`config.mk`:
```
export PLATFORM = sky130hd
export DESIGN_NAME = imem_load_ctrl_flat
export DESIGN_NICKNAME = d
export VERILOG_FILES = /design/src/rtl/imem_load_ctrl_pkg.sv /design/src/rtl/imem_load_ctrl_if.sv /design/src/rtl/imem_port_mux.sv /design/src/rtl/imem_load_ctrl.sv /design/src/flat_wrapper.sv
export SDC_FILE = /design/constraint.sdc
export NUM_CORES = 1
export LEC_CHECK = 0
export ABC_CLOCK_PERIOD_IN_PS = 2300
export CORE_MARGIN = 2
export CORE_UTILIZATION = 31
export DETAILED_ROUTE_END_ITERATION = 8
export MAX_ROUTING_LAYER = met4
export PLACE_DENSITY = 0.8
export SKIP_CTS_REPAIR_TIMING = 1
export SLEW_MARGIN = 15
export SYNTH_ARGS = -nofsm -noshare
export SYNTH_HDL_FRONTEND = slang
export SYNTH_SLANG_ARGS = --single-unit
```
`constraint.sdc`:
```
create_clock -name clk_i -period 2.3 [get_ports clk_i]
set_input_delay 0.46 -clock clk_i [delete_from_list [all_inputs] [get_ports clk_i]]
set_output_delay 0.46 -clock clk_i [all_outputs]
set_load 0.02 [all_outputs]
```
`src/rtl/imem_load_ctrl_pkg.sv`:
```
`default_nettype none
// ============================================================================
// Module      : imem_load_ctrl_pkg
// Description : Shared types, state encodings and helpers for the
//               instruction-memory load controller.
// Revision    : 1.0 - initial release
// ============================================================================
package imem_load_ctrl_pkg;

  // Default instruction memory word-address width (1024 words)
  localparam int IMEM_AW = 10;

  // Controller state encoding
  typedef logic [2:0] state_t;

  localparam state_t ST_BOOT    = 3'd0;
  localparam state_t ST_RUN     = 3'd1;
  localparam state_t ST_DRAIN   = 3'd2;
  localparam state_t ST_PATCH   = 3'd3;
  localparam state_t ST_RESTART = 3'd4;

  // Saturating increment for the 16-bit beat counter
  function automatic logic [15:0] sat_inc16(input logic [15:0] v);
    return (v == 16'hFFFF) ? v : v + 16'd1;
  endfunction

endpackage
`default_nettype wire

```
`src/rtl/imem_load_ctrl_if.sv`:
```
`default_nettype none
// ============================================================================
// Module      : imem_load_ctrl_if
// Description : Loader stream, fetch-side and memory-port signals of the
//               instruction-memory load controller. The controller uses the
//               slave view; the surrounding core/loader uses the master view.
// Revision    : 1.0 - initial release
// ============================================================================
interface imem_load_ctrl_if
  import imem_load_ctrl_pkg::*;
#(
  parameter int AW = IMEM_AW
);

  // Loader stream
  logic          ld_valid;
  logic          ld_ready;
  logic [AW-1:0] ld_addr;
  logic [31:0]   ld_data;
  logic          ld_last;

  // Fetch stage
  logic [31:0]   fetch_addr;
  logic          fetch_stall;
  logic          redirect;
  logic [31:0]   redirect_pc;

  // Memory port
  logic          mem_we;
  logic [AW-1:0] mem_addr;
  logic [31:0]   mem_wdata;

  // Load status
  logic [15:0]   ld_count;
  logic          ld_err;

  modport master (
    output ld_valid, ld_addr, ld_data, ld_last, fetch_addr,
    input  ld_ready, fetch_stall, redirect, redirect_pc,
    input  mem_we, mem_addr, mem_wdata, ld_count, ld_err
  );

  modport slave (
    input  ld_valid, ld_addr, ld_data, ld_last, fetch_addr,
    output ld_ready, fetch_stall, redirect, redirect_pc,
    output mem_we, mem_addr, mem_wdata, ld_count, ld_err
  );

endinterface
`default_nettype wire

```
`src/rtl/imem_port_mux.sv`:
```
`default_nettype none
// ============================================================================
// Module      : imem_port_mux
// Description : Combinational mux sharing the single instruction-memory port
//               between loader writes and fetch reads.
// Revision    : 1.0 - initial release
// ============================================================================
module imem_port_mux
  import imem_load_ctrl_pkg::*;
#(
  parameter int AW = IMEM_AW
) (
  input  wire logic          loader_sel_i,
  input  wire logic          wr_en_i,
  input  wire logic [AW-1:0] ld_addr_i,
  input  wire logic [31:0]   ld_data_i,
  input  wire logic [AW-1:0] fetch_waddr_i,
  output logic               mem_we_o,
  output logic [AW-1:0]      mem_addr_o,
  output logic [31:0]        mem_wdata_o
);

  // Loader owns the port only when selected; otherwise the fetch PC drives the read address
  always_comb begin
    mem_we_o    = wr_en_i & loader_sel_i;
    mem_addr_o  = loader_sel_i ? ld_addr_i : fetch_waddr_i;
    mem_wdata_o = loader_sel_i ? ld_data_i : 32'h0;
  end

endmodule
`default_nettype wire

```
`src/rtl/imem_load_ctrl.sv`:
```
`default_nettype none
// ============================================================================
// Module      : imem_load_ctrl
// Description : Sequences the single-port instruction memory between the
//               fetch stage and an external program loader. Holds fetch
//               during boot load / runtime patch and restarts the core at
//               BOOT_PC through the redirect path.
// Revision    : 1.0 - initial release
// ============================================================================
module imem_load_ctrl
  import imem_load_ctrl_pkg::*;
#(
  parameter int          AW      = IMEM_AW,
  parameter bit          BOOT_EN = 1'b1,
  parameter logic [31:0] BOOT_PC = 32'h0
) (
  input  wire logic       clk_i,
  input  wire logic       reset_i,
  imem_load_ctrl_if.slave bus
);

  // Without a boot image the core restarts straight out of reset
  localparam state_t        c_RESET_ST = BOOT_EN ? ST_BOOT : ST_RESTART;
  // Memory depth; currently the full address range, kept separate so a
  // shallower memory only needs this constant changed
  localparam logic [AW:0]   c_DEPTH    = (AW+1)'(2**AW);

  state_t        state_q, state_d;
  logic [15:0]   ld_count_q, ld_count_d;
  logic          ld_err_q, ld_err_d;

  logic          ld_ready;
  logic          fetch_stall;
  logic          redirect;
  logic          loader_sel;
  logic          wr_en;
  logic          accept;
  logic          in_range;
  logic [AW-1:0] fetch_waddr;
  logic          unused_fetch_bits;

  assign accept            = bus.ld_valid & ld_ready;
  assign in_range          = ({1'b0, bus.ld_addr} < c_DEPTH);
  assign fetch_waddr       = bus.fetch_addr[AW+1:2];
  assign unused_fetch_bits = ^{bus.fetch_addr[31:AW+2], bus.fetch_addr[1:0]};

  // State register
  always_ff @(posedge clk_i or posedge reset_i) begin
    if (reset_i) begin
      state_q <= c_RESET_ST;
    end else begin
      state_q <= state_d;
    end
  end

  // Next-state decode
  always_comb begin
    state_d = state_q;
    case (state_q)
      ST_BOOT,
      ST_PATCH:   if (accept && bus.ld_last) state_d = ST_RESTART;
      ST_RESTART: state_d = ST_RUN;
      ST_RUN:     if (bus.ld_valid) state_d = ST_DRAIN;
      ST_DRAIN:   state_d = ST_PATCH;
      default:    state_d = c_RESET_ST;
    endcase
  end

  // Output decode; reset forces the core held and the memory port write-idle
  always_comb begin
    fetch_stall = 1'b1;
    redirect    = 1'b0;
    ld_ready    = 1'b0;
    loader_sel  = 1'b0;
    wr_en       = 1'b0;
    case (state_q)
      ST_BOOT,
      ST_PATCH: begin
        ld_ready   = 1'b1;
        loader_sel = 1'b1;
        wr_en      = bus.ld_valid & in_range;
      end
      ST_RESTART: begin
        fetch_stall = 1'b0;
        redirect    = 1'b1;
      end
      ST_RUN: begin
        fetch_stall = 1'b0;
      end
      default: begin
        fetch_stall = 1'b1;
      end
    endcase
    if (reset_i) begin
      fetch_stall = 1'b1;
      redirect    = 1'b0;
      wr_en       = 1'b0;
    end
  end

  // Beat counter / error flag next state; DRAIN clears them so PATCH starts fresh
  always_comb begin
    ld_count_d = ld_count_q;
    ld_err_d   = ld_err_q;
    if (state_q == ST_DRAIN) begin
      ld_count_d = 16'h0;
      ld_err_d   = 1'b0;
    end else if (accept) begin
      ld_count_d = sat_inc16(ld_count_q);
      if (!in_range) ld_err_d = 1'b1;
    end
  end

  // Beat counter / error flag registers
  always_ff @(posedge clk_i or posedge reset_i) begin
    if (reset_i) begin
      ld_count_q <= 16'h0;
      ld_err_q   <= 1'b0;
    end else begin
      ld_count_q <= ld_count_d;
      ld_err_q   <= ld_err_d;
    end
  end

  imem_port_mux #(
    .AW (AW)
  ) u_port_mux (
    .loader_sel_i  (loader_sel),
    .wr_en_i       (wr_en),
    .ld_addr_i     (bus.ld_addr),
    .ld_data_i     (bus.ld_data),
    .fetch_waddr_i (fetch_waddr),
    .mem_we_o      (bus.mem_we),
    .mem_addr_o    (bus.mem_addr),
    .mem_wdata_o   (bus.mem_wdata)
  );

  assign bus.ld_ready    = ld_ready;
  assign bus.fetch_stall = fetch_stall;
  assign bus.redirect    = redirect;
  assign bus.redirect_pc = BOOT_PC;
  assign bus.ld_count    = ld_count_q;
  assign bus.ld_err      = ld_err_q;

endmodule
`default_nettype wire

```
`src/flat_wrapper.sv`:
```
// flat-port wrapper written by rule: the top's interface ports become plain ports
module imem_load_ctrl_flat import imem_load_ctrl_pkg::*;
#(
  parameter int          AW      = IMEM_AW,
  parameter bit          BOOT_EN = 1'b1,
  parameter logic [31:0] BOOT_PC = 32'h0
)
  (clk_i, reset_i, bus_ld_valid, bus_ld_addr, bus_ld_data, bus_ld_last, bus_fetch_addr, bus_ld_ready, bus_fetch_stall, bus_redirect, bus_redirect_pc, bus_mem_we, bus_mem_addr, bus_mem_wdata, bus_ld_count, bus_ld_err);
  imem_load_ctrl_if #(.AW(AW)) bus_i ();
  input  wire logic clk_i;
  input  wire logic reset_i;
  input wire logic [$bits(bus_i.ld_valid)-1:0] bus_ld_valid;
  input wire logic [$bits(bus_i.ld_addr)-1:0] bus_ld_addr;
  input wire logic [$bits(bus_i.ld_data)-1:0] bus_ld_data;
  input wire logic [$bits(bus_i.ld_last)-1:0] bus_ld_last;
  input wire logic [$bits(bus_i.fetch_addr)-1:0] bus_fetch_addr;
  output wire logic [$bits(bus_i.ld_ready)-1:0] bus_ld_ready;
  output wire logic [$bits(bus_i.fetch_stall)-1:0] bus_fetch_stall;
  output wire logic [$bits(bus_i.redirect)-1:0] bus_redirect;
  output wire logic [$bits(bus_i.redirect_pc)-1:0] bus_redirect_pc;
  output wire logic [$bits(bus_i.mem_we)-1:0] bus_mem_we;
  output wire logic [$bits(bus_i.mem_addr)-1:0] bus_mem_addr;
  output wire logic [$bits(bus_i.mem_wdata)-1:0] bus_mem_wdata;
  output wire logic [$bits(bus_i.ld_count)-1:0] bus_ld_count;
  output wire logic [$bits(bus_i.ld_err)-1:0] bus_ld_err;
  assign bus_i.ld_valid = bus_ld_valid;
  assign bus_i.ld_addr = bus_ld_addr;
  assign bus_i.ld_data = bus_ld_data;
  assign bus_i.ld_last = bus_ld_last;
  assign bus_i.fetch_addr = bus_fetch_addr;
  assign bus_ld_ready = bus_i.ld_ready;
  assign bus_fetch_stall = bus_i.fetch_stall;
  assign bus_redirect = bus_i.redirect;
  assign bus_redirect_pc = bus_i.redirect_pc;
  assign bus_mem_we = bus_i.mem_we;
  assign bus_mem_addr = bus_i.mem_addr;
  assign bus_mem_wdata = bus_i.mem_wdata;
  assign bus_ld_count = bus_i.ld_count;
  assign bus_ld_err = bus_i.ld_err;
  imem_load_ctrl #(.AW(AW), .BOOT_EN(BOOT_EN), .BOOT_PC(BOOT_PC)) u_core (.clk_i(clk_i), .reset_i(reset_i), .bus(bus_i));
endmodule
```
# After elaboration in Yosys (flattened, before gate mapping)
# Cells that the tools add are included.
[classes]
add_sub_neg = 1
eq_ne = 8
n_mux = 15
bitwise = 2
n_reduce_logical = 7
[ops]
columns = ["op", "n"]
rows = [
  ["16-bit 2-to-1 mux", 3],
  ["32-bit 2-to-1 mux", 1],
  ["16-bit by 1-bit adder with 16-bit output, second input constant", 1],
  ["16-bit == test, second input constant", 1],
  ["3-bit case mux with 4 select lines", 1],
  ["10-bit 2-to-1 mux", 1],
  ["1-bit 2-to-1 mux", 7],
  ["3-bit by 2-bit == test with 1-bit output, second input constant", 2],
  ["3-bit 2-to-1 mux", 2],
  ["2-bit by 1-bit inequality test with 1-bit output, second input constant", 2],
  ["2-bit AND reduction", 2],
  ["2-bit OR reduction", 2],
  ["3-bit by 1-bit == test with 1-bit output, second input constant", 1],
  ["3-bit == test, second input constant", 1],
  ["3-bit logical NOT", 1],
  ["1-bit bitwise AND", 2],
  ["2-bit inequality test, second input constant", 1],
  ["2-bit nonzero test", 1],
  ["1-bit logical AND", 1],
]
[totals]
reg_bits = 19
inputBits = 78
out_inout_bits = 95
wordCells = 35

# Logic depth before layout (Yosys ltp)
[logic_depth]
ltp_word = 7
ltp_mapped = 6
ltp_nobuf = 5

# Modules after synthesis
# From an unflattened synthesis, not the netlist that was laid out.
[unflattened]
hier_cells = 208
area_unflattened_um2 = 1848.0
[by_module_without_submodules]
columns = ["module", "n_inst", "cells_per_inst", "area_per_inst_um2", "seq_area_each_um2"]
rows = [
  ["imem_load_ctrl", 1, 160, 1456.4, 475.5],
  ["imem_port_mux", 1, 48, 391.6, 0.0],
]

# Least setup slack after synthesis
# OpenSTA, ideal clock, no wires.
[synth_path]
path_type = "register to output"
from = "reg u_core.state_q[0]"
to = "out bus_mem_addr[0]"
arrival_time_ps = 1718
required_time_ps = 1840
path_slack_ps = 122
stages_incl_launch_ff = 6
n_path_buf = 2
cell_sequence = "dfrtp_1 -> buf_2 -> xor2_1 -> nor2_1 -> buf_1 -> mux2_2"
[synth_via]
elab_chain_len = 4
word_cells_on_any_way = 5
cone_classes = "eq/ne (1); mux (2); reduce/logical (2)"
[synth_rtl]
columns = ["item", "line_no", "rtl"]
rows = [
  ["from (decl)", "imem_load_ctrl.sv:28", "state_t state_q, state_d;"],
  ["from (signal assigned)", "imem_load_ctrl.sv:50", "state_q <= c_RESET_ST;"],
  ["from (signal assigned)", "imem_load_ctrl.sv:52", "state_q <= state_d;"],
  ["3-bit by 2-bit == test with 1-bit output / 3-bit logical NOT (equally long branches)", "--", ""],
  ["2-bit OR reduction *", "--", ""],
  ["1-bit 2-to-1 mux *", "--", ""],
  ["net bus_ld_ready", "flat_wrapper.sv:17", "output wire logic [$bits(bus_i.ld_ready)-1:0] bus_ld_ready;"],
  ["10-bit 2-to-1 mux *", "imem_port_mux.sv:26", "mem_addr_o = loader_sel_i ? ld_addr_i : fetch_waddr_i;"],
  ["to (decl)", "flat_wrapper.sv:22", "output wire logic [$bits(bus_i.mem_addr)-1:0] bus_mem_addr;"],
]
# Mark *: on every way through the listed nets, which the timed path passes. The rest lies on a longest branch.

# Final worst setup path
[layout_path]
from = "reg u_core.state_q[0]"
to = "out bus_mem_addr[1]"
[layout_via]
elab_chain_len = 4
word_cells_on_any_way = 5
cone_classes = "eq/ne (1); mux (2); reduce/logical (2)"
[layout_rtl]
columns = ["item", "line_no", "rtl"]
rows = [
  ["3-bit by 2-bit == test with 1-bit output / 3-bit logical NOT (equally long branches)", "imem_load_ctrl.sv:76", "case (state_q)"],
  ["2-bit OR reduction *", "imem_load_ctrl.sv:76", ""],
  ["1-bit 2-to-1 mux *", "imem_load_ctrl.sv:76", ""],
  ["10-bit 2-to-1 mux *", "imem_port_mux.sv:26", ""],
]
# Every way passes the cells marked *; elsewhere a longest branch is shown, timed or not.

==> out/results.tsv <==
stage	metric	value	unit
run_status	status	completed	
setup_path	Critical Path RT	1.84	ns
finish	Area Overhead vs Synth	74.3	%
grt	largest net degree at the start of global routing	35	
routing	metal3 WL	424	um
synthesis	Yosys reg bits	19	
setup_path	Reg2Reg Depth	4	
synthesis	sequential area share after synthesis	0.260	
finish	final cell utilization of the core	0.569	
synthesis	post-synthesis cell type count	45	
synthesis	mapped cell area	0.00183	mm^2
synthesis	Syn Area/Cell	8.68	um^2
sta	Fin. Hold Viols	0	
sta	RSZ-0062 raised after global routing	no	
sta	fmax	450	MHz
die	Die Area	0.00654	mm^2
placed_design	DP Wirelength	4700	um
clocking	Skew-Pair Late Insertion Delay	0.26	ns
grt	Total Routing Usage GR	0.172	
setup_path	RR Endpoint	u_core.bus.ld_count[13]$_DFFE_PP0P_	
placed_design	port bufs	117	
setup_path	RR Startpoint	u_core.bus.ld_count[4]$_DFFE_PP0P_	
routing	final routed DRC violation total	0	
die	Site Rows	27	
sta	Post-Route Skew	0.00407	ns
die	Die Y	80.8	um
power_and_ir_drop	PD cells	1120	mW/mm^2
power_and_ir_drop	Final Power	0.00356	W
sta	Slew Viols, Final	0	
synthesis	post-synthesis async set-or-reset flop share	1.00	
synthesis	area fraction in compound gates after synthesis	0.0943	
clocking	H-Tree Depth	1	
synthesis	YS warnings	0	
synthesis	Synth Area in Adders	0.00684	
synthesis	simple-gate share of the synthesized area	0.319	
sta	post-layout min period	2.22	ns
power_and_ir_drop	Max VDD drop	0.901	mV
placed_design	RD Place Congestion	0.894	
setup_path	Worst setup EP type	primary output	
clocking	clk root buf	clkbuf_8	
routing	1st-iter DRT viols	115	
routing	max layer used	met4	
clocking	clk buf depth	2	
setup_path	Worst Setup SP	u_core.state_q[0]$_DFFE_PP0P_	
routing	vias per cell	4.86	
synthesis	ys flop type	dfrtp_1	
synthesis	Yosys top cell area share	0.260	
sta	Final setup viols	0	
setup_path	critical path class	register to primary output	
setup_path	Startpoint Class	register	
grt	first-pass GRT wire length	8680	um
routing	final WL	6240	um
synthesis	post-synthesis xor/xnor area fraction	0.0287	
synthesis	main combinational cell family by area after synthesis	simple AND/OR/NAND/NOR gates	
routing	post-DR wirelength/cell	15.5	um
synthesis	Post-synth top cells	and3_1, buf_4, dfrtp_1	
clocking	CTS clk-pin slew, worst paths	0.07	ns
clocking	TritonCTS Sinks	19	
worst_hold_path	Worst Hold Class	register to register	
finish	layout cells sized above 1	0.121	
grt	antenna violations before repair	0	
clocking	total CTS buffers	3	
routing	wire length on met1	2320	um
finish	area of the multi-input gates	0.00112	mm^2
synthesis	number of flops mapped to enable cells by yosys	0	
sta	crit share post-route	0.967	
finish	Layout Nets	411	
routing	metal2 WL	3410	um
die	Placeable Area	0.00561	mm^2
synthesis	count leader, synth	and3_1	
setup_path	critical-path maximum fanout	11	
synthesis	Mapped Cells	211	
synthesis	multiplexer share of the synthesized area	0.0895	
run	total of max-cap violations	0	
synthesis	area leader, netlist	dfrtp_1	
routing	post-route ant nets	0	
finish	n_diodes	0	
die	initial core utilization	0.326	
finish	FF+latch area	478	um^2
power_and_ir_drop	leakage power	1.99	nW
clocking	CTS tree	done	
grt	GR Overflow Total	0	
setup_path	FF-to-FF setup slack	0.28	ns
grt	vias in the first global route	1784	
routing	routed vias	1959	
finish	Fillers	504	
setup_path	worst setup path end	bus_mem_addr[1]	
setup_path	CP arrival	1.76	ns
die	I/O pin cnt	173	
die	die width	80.8	um
synthesis	Synth area leaders	dfrtp_1, buf_4, and3_1, mux2_2, a221o_1	
routing	iteration count of the initial detailed-routing pass	4	
how the worst min path moves through the flow:
stage,to,cells past startpoint,start
final,u_core.bus.ld_count[15]$_DFFE_PP0P_,1,u_core.bus.ld_count[15]$_DFFE_PP0P_
after global routing,u_core.bus.ld_count[15]$_DFFE_PP0P_,1,u_core.bus.ld_count[15]$_DFFE_PP0P_
after CTS,u_core.bus.ld_count[15]$_DFFE_PP0P_,1,u_core.bus.ld_count[15]$_DFFE_PP0P_
after detailed placement,u_core.bus.ld_count[15]$_DFFE_PP0P_,1,u_core.bus.ld_count[15]$_DFFE_PP0P_
after global placement,u_core.bus.ld_count[15]$_DFFE_PP0P_,1,u_core.bus.ld_count[15]$_DFFE_PP0P_
after floorplan,u_core.bus.ld_count[0]$_DFFE_PP0P_,1,reset_i
kinds of logic after synthesis:
logic type                 after synthesis
AOI/OAI and AO/OA                       20
xor gates and xnor gates                 6
adders and majority gates                1
buffers and inverters                   56
DFF                                     19
muxes                                   15
other                                    1
and+or+nand+nor                         93
critical path: stages (launching register included):
cell and delay, ns:
dfrtp_2 0.44, xor2_1 0.19, nor2_1 0.10, buf_4 0.19
mux2_2 0.36, dlymetal6s2s_1 0.21
stage by stage:
step / worst slack (ns) / hold slack (ns) / TNS (ns) / instances / instance area [um^2]
floorplan: 0.122 / 0.411 / 0 / 243 / 1950
global route: 0.0174 / 0.602 / 0 / 403 / 3190
detailed placement: 0.00492 / 0.559 / 0 / 399 / 3020
global placement: 0.00543 / 0.560 / 0 / 399 / 3020
finish: 0.0768 / 0.578 / 0 / 403 / 3190
CTS: -0.276 / 0.577 / -5.84 / 403 / 3070
final cells by class:
cell class | instances | share of cell area
Sequential cell | 19 | 0.150
Inverter | 6 | 0.00706
Multi-Input combinational cell | 168 | 0.350
Tap cell | 72 | 0.0282
Timing Repair Buffer | 134 | 0.451
Clock buffer | 4 | 0.0141
metal layers:
| metal | track usage | up-vias |
|---|---|---|
| met1 | 0.208 | 908 |
| li1 | - | 947 |
| met4 | 0.0508 | 0 |
| met2 | 0.303 | 95 |
| met3 | 0.0178 | 9 |
| met5 | - | - |
cell usage in the layout, fill, tap and decap left out, drive strengths merged, types with 2 or more instances in the layout:
| master | count |
|---|---|
| clkdlybuf4s50 | 71 |
| dlymetal6s2s | 46 |
| and3 | 35 |
| conb | 33 |
| dfrtp | 19 |
| buf | 17 |
| mux2 | 11 |
| nand3 | 10 |
| nand2 | 8 |
| nor4 | 8 |
| nand4 | 7 |
| inv | 6 |
| nor2 | 6 |
| a221o | 6 |
| and4 | 6 |
| nor3 | 5 |
| mux2i | 4 |
| xnor2 | 4 |
| clkbuf | 4 |
| xor2 | 2 |
| and2 | 2 |
| o31ai | 2 |
| a211o | 2 |
| o41ai | 2 |
| a21oi | 2 |
flip-flops by register name, summed over array words and instances (netlist names):
register	count
u_core.bus.ld_count	16
u_core.state_q	3
report_power, final:
| part | total [W] | switching, W | internal, W |
|---|---|---|---|
| Sequential | 0.000449 | 0.0000633 | 0.000385 |
| Clock | 0.000238 | 0.000115 | 0.000123 |
| Combinational | 0.00288 | 0.00150 | 0.00138 |
| Total | 0.00356 | 0.00168 | 0.00189 |
(Power assumes the default switching activity.)
